`config.mk`:
```
export PLATFORM = sky130hd
export DESIGN_NAME = score_counter_flat
export DESIGN_NICKNAME = d
export VERILOG_FILES = /design/src/rtl/score_counter_if.sv /design/src/rtl/score_counter.sv /design/src/flat_wrapper.sv
export SDC_FILE = /design/constraint.sdc
export NUM_CORES = 1
export LEC_CHECK = 0
export BUFFER_PORTS_ARGS = -buffer_cell sky130_fd_sc_hd__buf_4
export CORE_ASPECT_RATIO = 2
export CORE_MARGIN = 2
export CORE_UTILIZATION = 45
export DETAILED_ROUTE_END_ITERATION = 10
export PLACE_DENSITY = 0.61
export SYNTH_ARGS = -nofsm -noshare
export SYNTH_HDL_FRONTEND = slang
export SYNTH_SLANG_ARGS = --single-unit
```
`constraint.sdc`:
```
create_clock -name clk -period 6.2 [get_ports clk]
set_clock_uncertainty 0.1 [all_clocks]
set_input_delay 0.31 -clock clk [delete_from_list [all_inputs] [get_ports clk]]
set_output_delay 0.31 -clock clk [all_outputs]
set_load 0.01 [all_outputs]
```
`src/rtl/score_counter_if.sv`:
```
// rtl/score_counter_if.sv - bonus request handshake between game logic and score_counter
interface score_counter_if #(
    parameter int BONUS_DIGITS = 2
);
    logic                      add_valid;
    logic [4*BONUS_DIGITS-1:0] add_value;
    logic                      add_ready;
    logic                      add_done;

    modport master (output add_valid, output add_value, input add_ready, input add_done);
    modport slave  (input add_valid, input add_value, output add_ready, output add_done);
endinterface

```
`src/rtl/score_counter.sv`:
```
// rtl/score_counter.sv - BCD game-score engine: tick divider, serial bonus adder, saturation, high score
module score_counter #(
    parameter int TICK_DIV     = 50000000,
    parameter int DIGITS       = 4,
    parameter int BONUS_DIGITS = 2
) (
    input  logic                  clk,
    input  logic                  rst,
    input  logic                  run,
    input  logic                  clear,
    score_counter_if.slave        bonus,
    output logic                  tick,
    output logic [4*DIGITS-1:0]   score_bcd,
    output logic [4*DIGITS-1:0]   high_bcd,
    output logic                  new_high,
    output logic                  sat
);
    localparam int CW = (TICK_DIV > 1) ? $clog2(TICK_DIV) : 1;
    localparam int IW = (DIGITS > 1) ? $clog2(DIGITS) : 1;
    localparam logic [4*DIGITS-1:0] NINES = {DIGITS{4'h9}};

    typedef enum logic [1:0] {IDLE, ADD, COMMIT} state_t;

    state_t              state, state_n;
    logic [CW-1:0]       cnt;
    logic                wrap;
    logic                tick_pend;
    logic [4*DIGITS-1:0] acc;
    logic [4*DIGITS-1:0] op;
    logic [IW-1:0]       idx;
    logic                carry;
    logic                done;
    logic                accept, do_inc, do_digit, do_commit;
    logic [4:0]          sum;
    logic [3:0]          sum_digit;

    function automatic logic [4*DIGITS-1:0] bcd_inc(input logic [4*DIGITS-1:0] v);
        logic [4*DIGITS-1:0] r;
        logic                c;
        r = v;
        c = 1'b1;
        for (int i = 0; i < DIGITS; i++) begin
            if (c) begin
                if (v[4*i +: 4] == 4'd9) begin
                    r[4*i +: 4] = 4'd0;
                end else begin
                    r[4*i +: 4] = v[4*i +: 4] + 4'd1;
                    c = 1'b0;
                end
            end
        end
        return r;
    endfunction

    assign wrap = run && (cnt == CW'(TICK_DIV - 1));

    // A pending tick blocks new bonuses so the increment is never starved.
    assign bonus.add_ready = (state == IDLE) && !tick_pend && !clear && !rst;
    assign bonus.add_done  = done;

    assign sum       = {1'b0, acc[4*int'(idx) +: 4]} + {1'b0, op[4*int'(idx) +: 4]} + {4'b0, carry};
    assign sum_digit = (sum > 5'd9) ? 4'(sum - 5'd10) : sum[3:0];

    always_ff @(posedge clk or posedge rst) begin
        if (rst) state <= IDLE;
        else     state <= state_n;
    end

    always_comb begin
        state_n   = state;
        accept    = 1'b0;
        do_inc    = 1'b0;
        do_digit  = 1'b0;
        do_commit = 1'b0;
        case (state)
            IDLE: begin
                if (tick_pend) begin
                    do_inc = 1'b1;
                end else if (bonus.add_valid && bonus.add_ready) begin
                    accept  = 1'b1;
                    state_n = ADD;
                end
            end
            ADD: begin
                do_digit = 1'b1;
                if (idx == IW'(DIGITS - 1)) state_n = COMMIT;
            end
            COMMIT: begin
                do_commit = 1'b1;
                state_n   = IDLE;
            end
            default: state_n = IDLE;
        endcase
        if (clear) state_n = IDLE;
    end

    always_ff @(posedge clk or posedge rst) begin
        if (rst) begin
            cnt       <= '0;
            tick      <= 1'b0;
            tick_pend <= 1'b0;
            score_bcd <= '0;
            sat       <= 1'b0;
            acc       <= '0;
            op        <= '0;
            idx       <= '0;
            carry     <= 1'b0;
            done      <= 1'b0;
        end else if (clear) begin
            cnt       <= '0;
            tick      <= 1'b0;
            tick_pend <= 1'b0;
            score_bcd <= '0;
            sat       <= 1'b0;
            acc       <= '0;
            op        <= '0;
            idx       <= '0;
            carry     <= 1'b0;
            done      <= 1'b0;
        end else begin
            if (run) cnt <= wrap ? '0 : cnt + CW'(1);
            tick <= wrap;
            done <= do_commit;

            if (wrap)        tick_pend <= 1'b1;
            else if (do_inc) tick_pend <= 1'b0;

            if (do_inc) begin
                if (score_bcd == NINES) sat <= 1'b1;
                else                    score_bcd <= bcd_inc(score_bcd);
            end

            if (accept) begin
                acc   <= score_bcd;
                op    <= (4*DIGITS)'(bonus.add_value[4*BONUS_DIGITS-1:0]);
                idx   <= '0;
                carry <= 1'b0;
            end

            if (do_digit) begin
                acc[4*int'(idx) +: 4] <= sum_digit;
                carry                 <= (sum > 5'd9);
                idx                   <= idx + IW'(1);
            end

            // Carry out of the top digit means overflow: pin at all-nines.
            if (do_commit) begin
                if (carry) begin
                    score_bcd <= NINES;
                    sat       <= 1'b1;
                end else begin
                    score_bcd <= acc;
                end
            end
        end
    end

    // BCD digits order the same as binary, so a plain compare suffices.
    always_ff @(posedge clk or posedge rst) begin
        if (rst) begin
            high_bcd <= '0;
            new_high <= 1'b0;
        end else if (score_bcd > high_bcd) begin
            high_bcd <= score_bcd;
            new_high <= 1'b1;
        end else begin
            new_high <= 1'b0;
        end
    end
endmodule

```
`src/flat_wrapper.sv`:
```
// flat-port wrapper written by rule: the top's interface ports become plain ports
module score_counter_flat 
#(
    parameter int TICK_DIV     = 50000000,
    parameter int DIGITS       = 4,
    parameter int BONUS_DIGITS = 2
)
  (clk, rst, run, clear, tick, score_bcd, high_bcd, new_high, sat, bonus_add_valid, bonus_add_value, bonus_add_ready, bonus_add_done);
  score_counter_if #(.BONUS_DIGITS(BONUS_DIGITS)) bonus_i ();
  input  logic clk;
  input  logic rst;
  input  logic run;
  input  logic clear;
  output logic tick;
  output logic [4*DIGITS-1:0] score_bcd;
  output logic [4*DIGITS-1:0] high_bcd;
  output logic new_high;
  output logic sat;
  input wire logic [$bits(bonus_i.add_valid)-1:0] bonus_add_valid;
  input wire logic [$bits(bonus_i.add_value)-1:0] bonus_add_value;
  output wire logic [$bits(bonus_i.add_ready)-1:0] bonus_add_ready;
  output wire logic [$bits(bonus_i.add_done)-1:0] bonus_add_done;
  assign bonus_i.add_valid = bonus_add_valid;
  assign bonus_i.add_value = bonus_add_value;
  assign bonus_add_ready = bonus_i.add_ready;
  assign bonus_add_done = bonus_i.add_done;
  score_counter #(.TICK_DIV(TICK_DIV), .DIGITS(DIGITS), .BONUS_DIGITS(BONUS_DIGITS)) u_core (.clk(clk), .rst(rst), .run(run), .clear(clear), .bonus(bonus_i), .tick(tick), .score_bcd(score_bcd), .high_bcd(high_bcd), .new_high(new_high), .sat(sat));
endmodule
```
[Yosys cells after proc, flatten, opt, wreduce, memory -nomap -nowiden]
Cells that the tools add are included.
Word-level totals
  flip-flop bits (word level): 100
  latch bits: 0
  bits in writable memories: 0
  memory bits (read-only): 0
  input bits: 13
  output and inout port bits: 37
  word-level logic and storage cells: 133
  memories: 0
Cells by class
  add/subtract/negate cells: 10
  multipliers: 0
  div/mod/pow operators: 0
  magnitude comparators: 2
  equal/unequal tests: 13
  shift operators: 4
  muxes and demuxes: 66
  bitwise operators: 0
  reduce and logical (&&, ||, !) cells: 22
Operators by type and width (count)
  2-to-1 mux 16 bit: 11
  2-to-1 mux 26 bit: 3
  2-to-1 mux 1 bit: 35
  negator 4 -> 33 bit: 1
  variable shift 4 x 33 -> 16 bit, first input constant: 1
  indexed part select 4 x 33 -> 16 bit: 1
  2-to-1 mux 4 bit: 8
  indexed part select 16 x 5 -> 4 bit: 2
  adder 26 x 1 -> 26 bit, second input constant: 1
  == test 26 bit, second input constant: 1
  nonzero test 3 bit: 6
  adder 4 x 1 -> 4 bit, second input constant: 4
  bitwise mux 16 bit: 1
  == test 16 bit, second input constant: 1
  == test 4 bit, second input constant: 4
  > comparator 16 bit: 1
  2-to-1 mux 2 bit: 7
  AND reduction 3 bit: 4
  inequality test 3 x 2 -> 1 bit, second input constant: 2
  inequality test 3 bit, second input constant: 2
  adder 4 x 4 -> 5 bit: 1
  adder 5 x 1 -> 5 bit: 1
  > comparator 5 x 4 -> 1 bit, second input constant: 1
  logical AND 1 bit: 5
  9 further kinds: 13

[Longest topological paths before layout]
  depth in word-level cells: 18
  depth in mapped cells: 13
  mapped depth without buffers: 12

[Least setup slack after synthesis]
No wires, ideal clock.
  kind: input to register
  start: input port rst
  end: register u_core.acc[9]
  setup time: 0.136 ns
  arrival time: 3.514 ns
  required time: 5.964 ns
  slack: 2.450 ns
  stages on the path: 6
  path buffers: 1
  cells stage by stage: inv_1 > nand3_1 > buf_2 > nand2_1 > a21o_1 > o211ai_1
On the way
  cells in the longest elaborated chain, start to end: 11
RTL lines
  start: declaration: line flat_wrapper.sv:11  | input logic rst;
  logical NOT 1 bit *: line score_counter.sv:58  | assign bonus.add_ready = (state == IDLE) && !tick_pend && !clear && !rst;
  logical AND 1 bit *: line score_counter.sv:58
  logical AND 1 bit *: line score_counter.sv:79  | end else if (bonus.add_valid && bonus.add_ready) begin
  2-to-1 mux 1 bit *: line score_counter.sv:79
  2-to-1 mux 1 bit *: line score_counter.sv:77  | if (tick_pend) begin
  2-to-1 mux 1 bit *: line score_counter.sv:75  | case (state)
  2-to-1 mux 16 bit *: line score_counter.sv:133  | if (accept) begin
  2-to-1 mux 16 bit *: line score_counter.sv:109  | end else if (clear) begin
  bitwise mux 16 bit: line score_counter.sv:141  | acc[4*int'(idx) +: 4] <= sum_digit;
  2-to-1 mux 16 bit *: line score_counter.sv:140  | if (do_digit) begin
  2-to-1 mux 16 bit *: line score_counter.sv:109
  end signal: assignment: line score_counter.sv:134  | acc <= score_bcd;
  end signal: indexed assignment: line score_counter.sv:141
  end: declaration: line score_counter.sv:28  | logic [4*DIGITS-1:0] acc;
Every way passes the cells marked *; elsewhere a longest branch is shown, timed or not. The select of a mux whose other input is x is not followed.
A chain may end at the register's enable or synchronous reset.

[Worst setup path after layout]
  start: register u_core.idx[0]
  end: register u_core.acc[13]
On the way
  cells in the longest elaborated chain, start to end: 9
  elaborated cells between the ends (all ways): 13
  classes of those cells: add/sub (4); order compare (1); shift (4); mux (4)
RTL lines
  start: declaration: line score_counter.sv:30  | logic [IW-1:0] idx;
  start signal: assignment: line score_counter.sv:143  | idx <= idx + IW'(1);
  indexed part select 16 x 5 -> 4 bit: line score_counter.sv:61  | assign sum = {1'b0, acc[4*int'(idx) +: 4]} + {1'b0, op[4*int'(idx) +: 4]} + {4'b0, carry};
  adder 4 x 4 -> 5 bit: line score_counter.sv:61
  adder 5 x 1 -> 5 bit: line score_counter.sv:61
  subtractor 4 bit or > comparator 5 x 4 -> 1 bit (tied branches): line score_counter.sv:62  | assign sum_digit = (sum > 5'd9) ? 4'(sum - 5'd10) : sum[3:0];
  2-to-1 mux 4 bit: line score_counter.sv:62
  indexed part select 4 x 33 -> 16 bit: line score_counter.sv:141
  bitwise mux 16 bit *: line score_counter.sv:141
  2-to-1 mux 16 bit *: line score_counter.sv:140
  2-to-1 mux 16 bit *: line score_counter.sv:109
Every way passes the cells marked *; elsewhere a longest branch is shown, timed or not.

==> impl_table.tex <==
\begin{tabular}{lr}
\hline
Metric & Value \\
\hline
\multicolumn{2}{l}{\textbf{Run}} \\
\quad Maxcap violations & 0 \\
\multicolumn{2}{l}{\textbf{Clocking}} \\
\quad \# clock sinks & between 90 and 100 \\
\quad CTS Buffer Depth & 2 \\
\quad Number of clock buffers inserted by TritonCTS & 9 \\
\quad Clock-pin slew reported for the worst setup and hold paths after clock tree synthesis & roughly 70 ps \\
\quad Insertion delay of the later-clocked pin in the worst-skew pair & around 350 ps \\
\quad TritonCTS clock tree & built \\
\quad CTS H-Tree Depth & 3 \\
\quad Post-CTS setup buffer count & 0 \\
\quad Cell chosen for the clock root & clkbuf\_16 \\
\multicolumn{2}{l}{\textbf{Floorplanning}} \\
\quad Die Area & 0.0142 mm² \\
\quad I/O pins & 50 \\
\quad Die Y & between 150 and 200 µm \\
\quad Starting utilization of the core area & 0.459 \\
\quad Chip Width & 85.1 µm \\
\quad Placement Rows & 59 \\
\quad Core footprint & between 0.01 and 0.015 mm² \\
\multicolumn{2}{l}{\textbf{Critical path}} \\
\quad Crit start category & register \\
\quad Crit-path max cell delay & roughly 970 ps \\
\quad CP max FO & 15 \\
\quad Type of element capturing the critical path & register \\
\quad CP Cell Sequence & mux4\_2 -> inv\_1 -> fa\_1 -> inv\_1 -> fa\_1 -> inv\_1 -> ha\_1 -> o41ai\_1 -> nand3\_1 -> o211ai\_1 \\
\quad Cell family contributing the most delay on the critical path & compound AO/OA/AOI/OAI gates \\
\quad Crit Path Category & reg -> reg \\
\quad Worst endpoint data arrival time & 4180 ps \\
\quad Cell with the largest stage delay on the worst path & o41ai\_1 \\
\quad Most common cell type on the critical path & inv\_1 \\
\quad Combined buffer and inverter count along the critical path & 3 \\
\quad Required time at the endpoint of the critical path & about 6400 ps \\
\multicolumn{2}{l}{\textbf{Yosys}} \\
\quad Top area cells in the synthesized netlist & dfrtp\_1, ha\_1, nand2\_1 \\
\quad Post-Synthesis Mean Instance Area & roughly 9 µm² \\
\quad Cell accounting for the most synthesized area & dfrtp\_1 \\
\quad Post-Syn Nets & 705 \\
\quad Unique masters post-synth & 58 \\
\quad Primary FF master, synth & dfrtp\_1 \\
\quad Number of flops mapped to enable cells by yosys & 0 \\
\quad Fraction of synthesized cell area taken by the top area cell type & 0.389 \\
\quad Cell with the most instances after synthesis & dfrtp\_1 \\
\quad Top cells by instance count after synthesis & dfrtp\_1, nand2\_1, nor2\_1, ha\_1, inv\_1 \\
\quad Post-synthesis instance total & approximately 660 \\
\quad \#FFs+latches synth & 92 \\
\quad Synth warn & 0 \\
\quad Synth Cell Area & a little under 0.006 mm² \\
\quad Portion of the post-synthesis area used by sequential elements & 0.389 \\
\quad Async set or reset register ratio after synthesis & 1.00 \\
\multicolumn{2}{l}{\textbf{Cells and area}} \\
\quad Net total in the final layout & $\sim$740 \\
\quad Layout-stage area growth over the synthesis result & 13.6\% \\
\quad ANT cells & 0 \\
\quad Post-layout utilization of the core & 0.521 \\
\quad Number of fill cells & 1254 \\
\quad Proportion of layout cells with a drive suffix above 1 & 0.145 \\
\multicolumn{2}{l}{\textbf{Outcome}} \\
\quad Outcome & complete, no violations \\
\multicolumn{2}{l}{\textbf{GRT}} \\
\quad Wire length of the first global-routing pass & 26.2 mm \\
\quad Initial antenna violation count & 0 \\
\quad Number of global-route vias before repair & about 5300 \\
\quad Global-route congestion overflow total & 0 \\
\quad Largest net degree at the start of global routing & 63 \\
\quad GRT Resource Usage Total & 0.235 \\
\multicolumn{2}{l}{\textbf{Route}} \\
\quad \# DRC & 0 \\
\quad Total wire length & 16.0 mm \\
\quad Highest metal used & met4 \\
\quad 1st-pass router iterations & 4 \\
\quad Length of routed met2 wiring & between 8 and 9 mm \\
\quad Per-cell routed wire length & about 19 µm \\
\quad Total via count after detailed routing & about 5100 \\
\quad Initial DRC count & 291 \\
\quad Vias per std cell & about 6.0 \\
\quad Metal3 WL & about 380 µm \\
\quad M1 wire length & between 5 and 6 mm \\
\quad Number of antenna-violating nets in the routed design & 0 \\
\multicolumn{2}{l}{\textbf{STA}} \\
\quad Actual transition at the worst max-transition pin & between 1000 and 1500 ps \\
\quad RSZ-0062 raised after global routing & false \\
\quad Tmin final & around 4000 ps \\
\quad Worst max-slew margin expressed relative to the limit & 0.292 \\
\quad Peak Freq & roughly 250 MHz \\
\quad Final Setup Violations & 0 \\
\quad Count of endpoints failing hold in the final timing report & 0 \\
\quad Summed negative setup slack over all endpoints & 0 ps \\
\quad Final period util & 0.647 \\
\quad Slew Limit Fails & 0 \\
\multicolumn{2}{l}{\textbf{Hold path}} \\
\quad Kind of path behind the tightest hold check & in -> reg \\
\multicolumn{2}{l}{\textbf{Placed design}} \\
\quad Number of input and output port buffers inserted & 49 \\
\quad Detailed placement HPWL & between 10 and 15 mm \\
\quad Final estimated routing congestion in global placement & 0.841 \\
\multicolumn{2}{l}{\textbf{Pwr}} \\
\quad Worst IR drop on VDD & 0.000277 V \\
\quad Leakage power & 2.94 nW \\
\quad Power per cell area & 305 mW/mm² \\
\hline
\end{tabular}
==> path summary, 6_finish.rpt <==
kind / from / endpoint / slack [ps] / cells after the start
setup / recovery: u_core.idx[0] / u_core.acc[13] / 2190 / 10
hold reg to reg: u_core.op[0] / u_core.op[0] / 410 / 2
setup reg to reg: u_core.idx[0] / u_core.acc[13] / 2190 / 10
min in group asynchronous: rst / u_core.bonus.add_done / 420 / 3
max in group asynchronous: rst / u_core.op[5] / 4420 / 4
hold / removal: bonus_add_value[0] / u_core.op[0] / 50 / 3
==> through the flow <==
| step | area, µm² | total power, W | worst slack (ps) | hold WS (ps) | std cells |
|---|---|---|---|---|---|
| final | 6730 | 0.00205 | 2190 | 53.9 | 848 |
| after detailed placement | 6410 | 0.00149 | 2160 | 265 | 831 |
| after CTS | 6730 | 0.00207 | 2150 | 49.6 | 848 |
| after floorplan | 5920 | 0.00123 | 2450 | 315 | 655 |
| after global placement | 6410 | 0.00146 | 2340 | 260 | 831 |
| after global routing | 6730 | 0.00218 | 1880 | 62.9 | 848 |
==> placed cells by master (no fill, tap or decap), types with 3 or more instances in the layout <==
master / count
a21o_1: 5
a21oi_1: 22
a22o_1: 3
a2bb2oi_1: 16
and3_1: 3
buf_4: 56
clkbuf_16: 9
dfrtp_1: 92
ha_1: 35
inv_1: 34
mux2_2: 8
mux2i_1: 12
mux4_2: 4
nand2_1: 91
nand2b_1: 11
nand3_1: 27
nand3b_1: 14
nand4_1: 15
nor2_1: 60
nor2b_1: 5
nor3_1: 11
nor4_1: 3
o2111ai_1: 16
o211ai_1: 24
o21a_1: 7
o21ai_0: 18
o221ai_1: 4
o22ai_1: 10
or2_2: 6
or4_1: 4
xnor2_1: 8
xor2_1: 18
==> per-layer routing <==
metal | track usage | vias to the layer above
met4 | 0.164 | 0
met5 | 0 | -
met1 | 0.234 | 2512
li1 | - | 2444
met3 | 0.0258 | 53
met2 | 0.434 | 105
==> sequential cells by signal (all words and copies together) (netlist names) <==
name	flops
u_core.cnt	26
u_core.acc	16
u_core.high_bcd	16
u_core.score_bcd	16
u_core.op	8
u_core.idx	2
u_core.state	2
u_core.bonus.add_done	1
u_core.carry	1
u_core.new_high	1
u_core.sat	1
u_core.tick	1
u_core.tick_pend	1
==> timing repair <==
item	in CTS	in global routing
resized for setup	0	0
hold buffers	1	0
endpoints found under the hold margin	33	0
==> report_power, final <==
group	internal (W)	switching, W	total [W]
Sequential	0.000667	0.000101	0.000768
Clock	0.000320	0.000261	0.000581
Combinational	0.000306	0.000399	0.000706
==> cell families after synthesis <==
family	count (synthesis)	share of synthesized area
simple gates	263	0.216
compound gates	145	0.179
flops	92	0.389
buf+inv	67	0.0446
fa+ha+maj	37	0.0807
xor+xnor	26	0.0384
mux	25	0.0532
==> area by class of cell <==
| type | instances | area, µm² | share of cell area |
|---|---|---|---|
| multi-input combinational | 496 | 3360 | 0.500 |
| clock inverter | 7 | 83.8 | 0.0125 |
| clock buffer | 9 | 225 | 0.0335 |
| inverter | 35 | 134 | 0.0199 |
| timing repair buffer | 57 | 430 | 0.0640 |
| sequential | 92 | 2300 | 0.342 |
| tap | 152 | 190 | 0.0283 |
==> tightest hold or removal path: cells and delay by family <==
family | cells | cell delay, ps
buffers and inverters | 1 | 80
and+or+nand+nor | 2 | 80
Note: power is estimated with default switching activity, not from simulation.
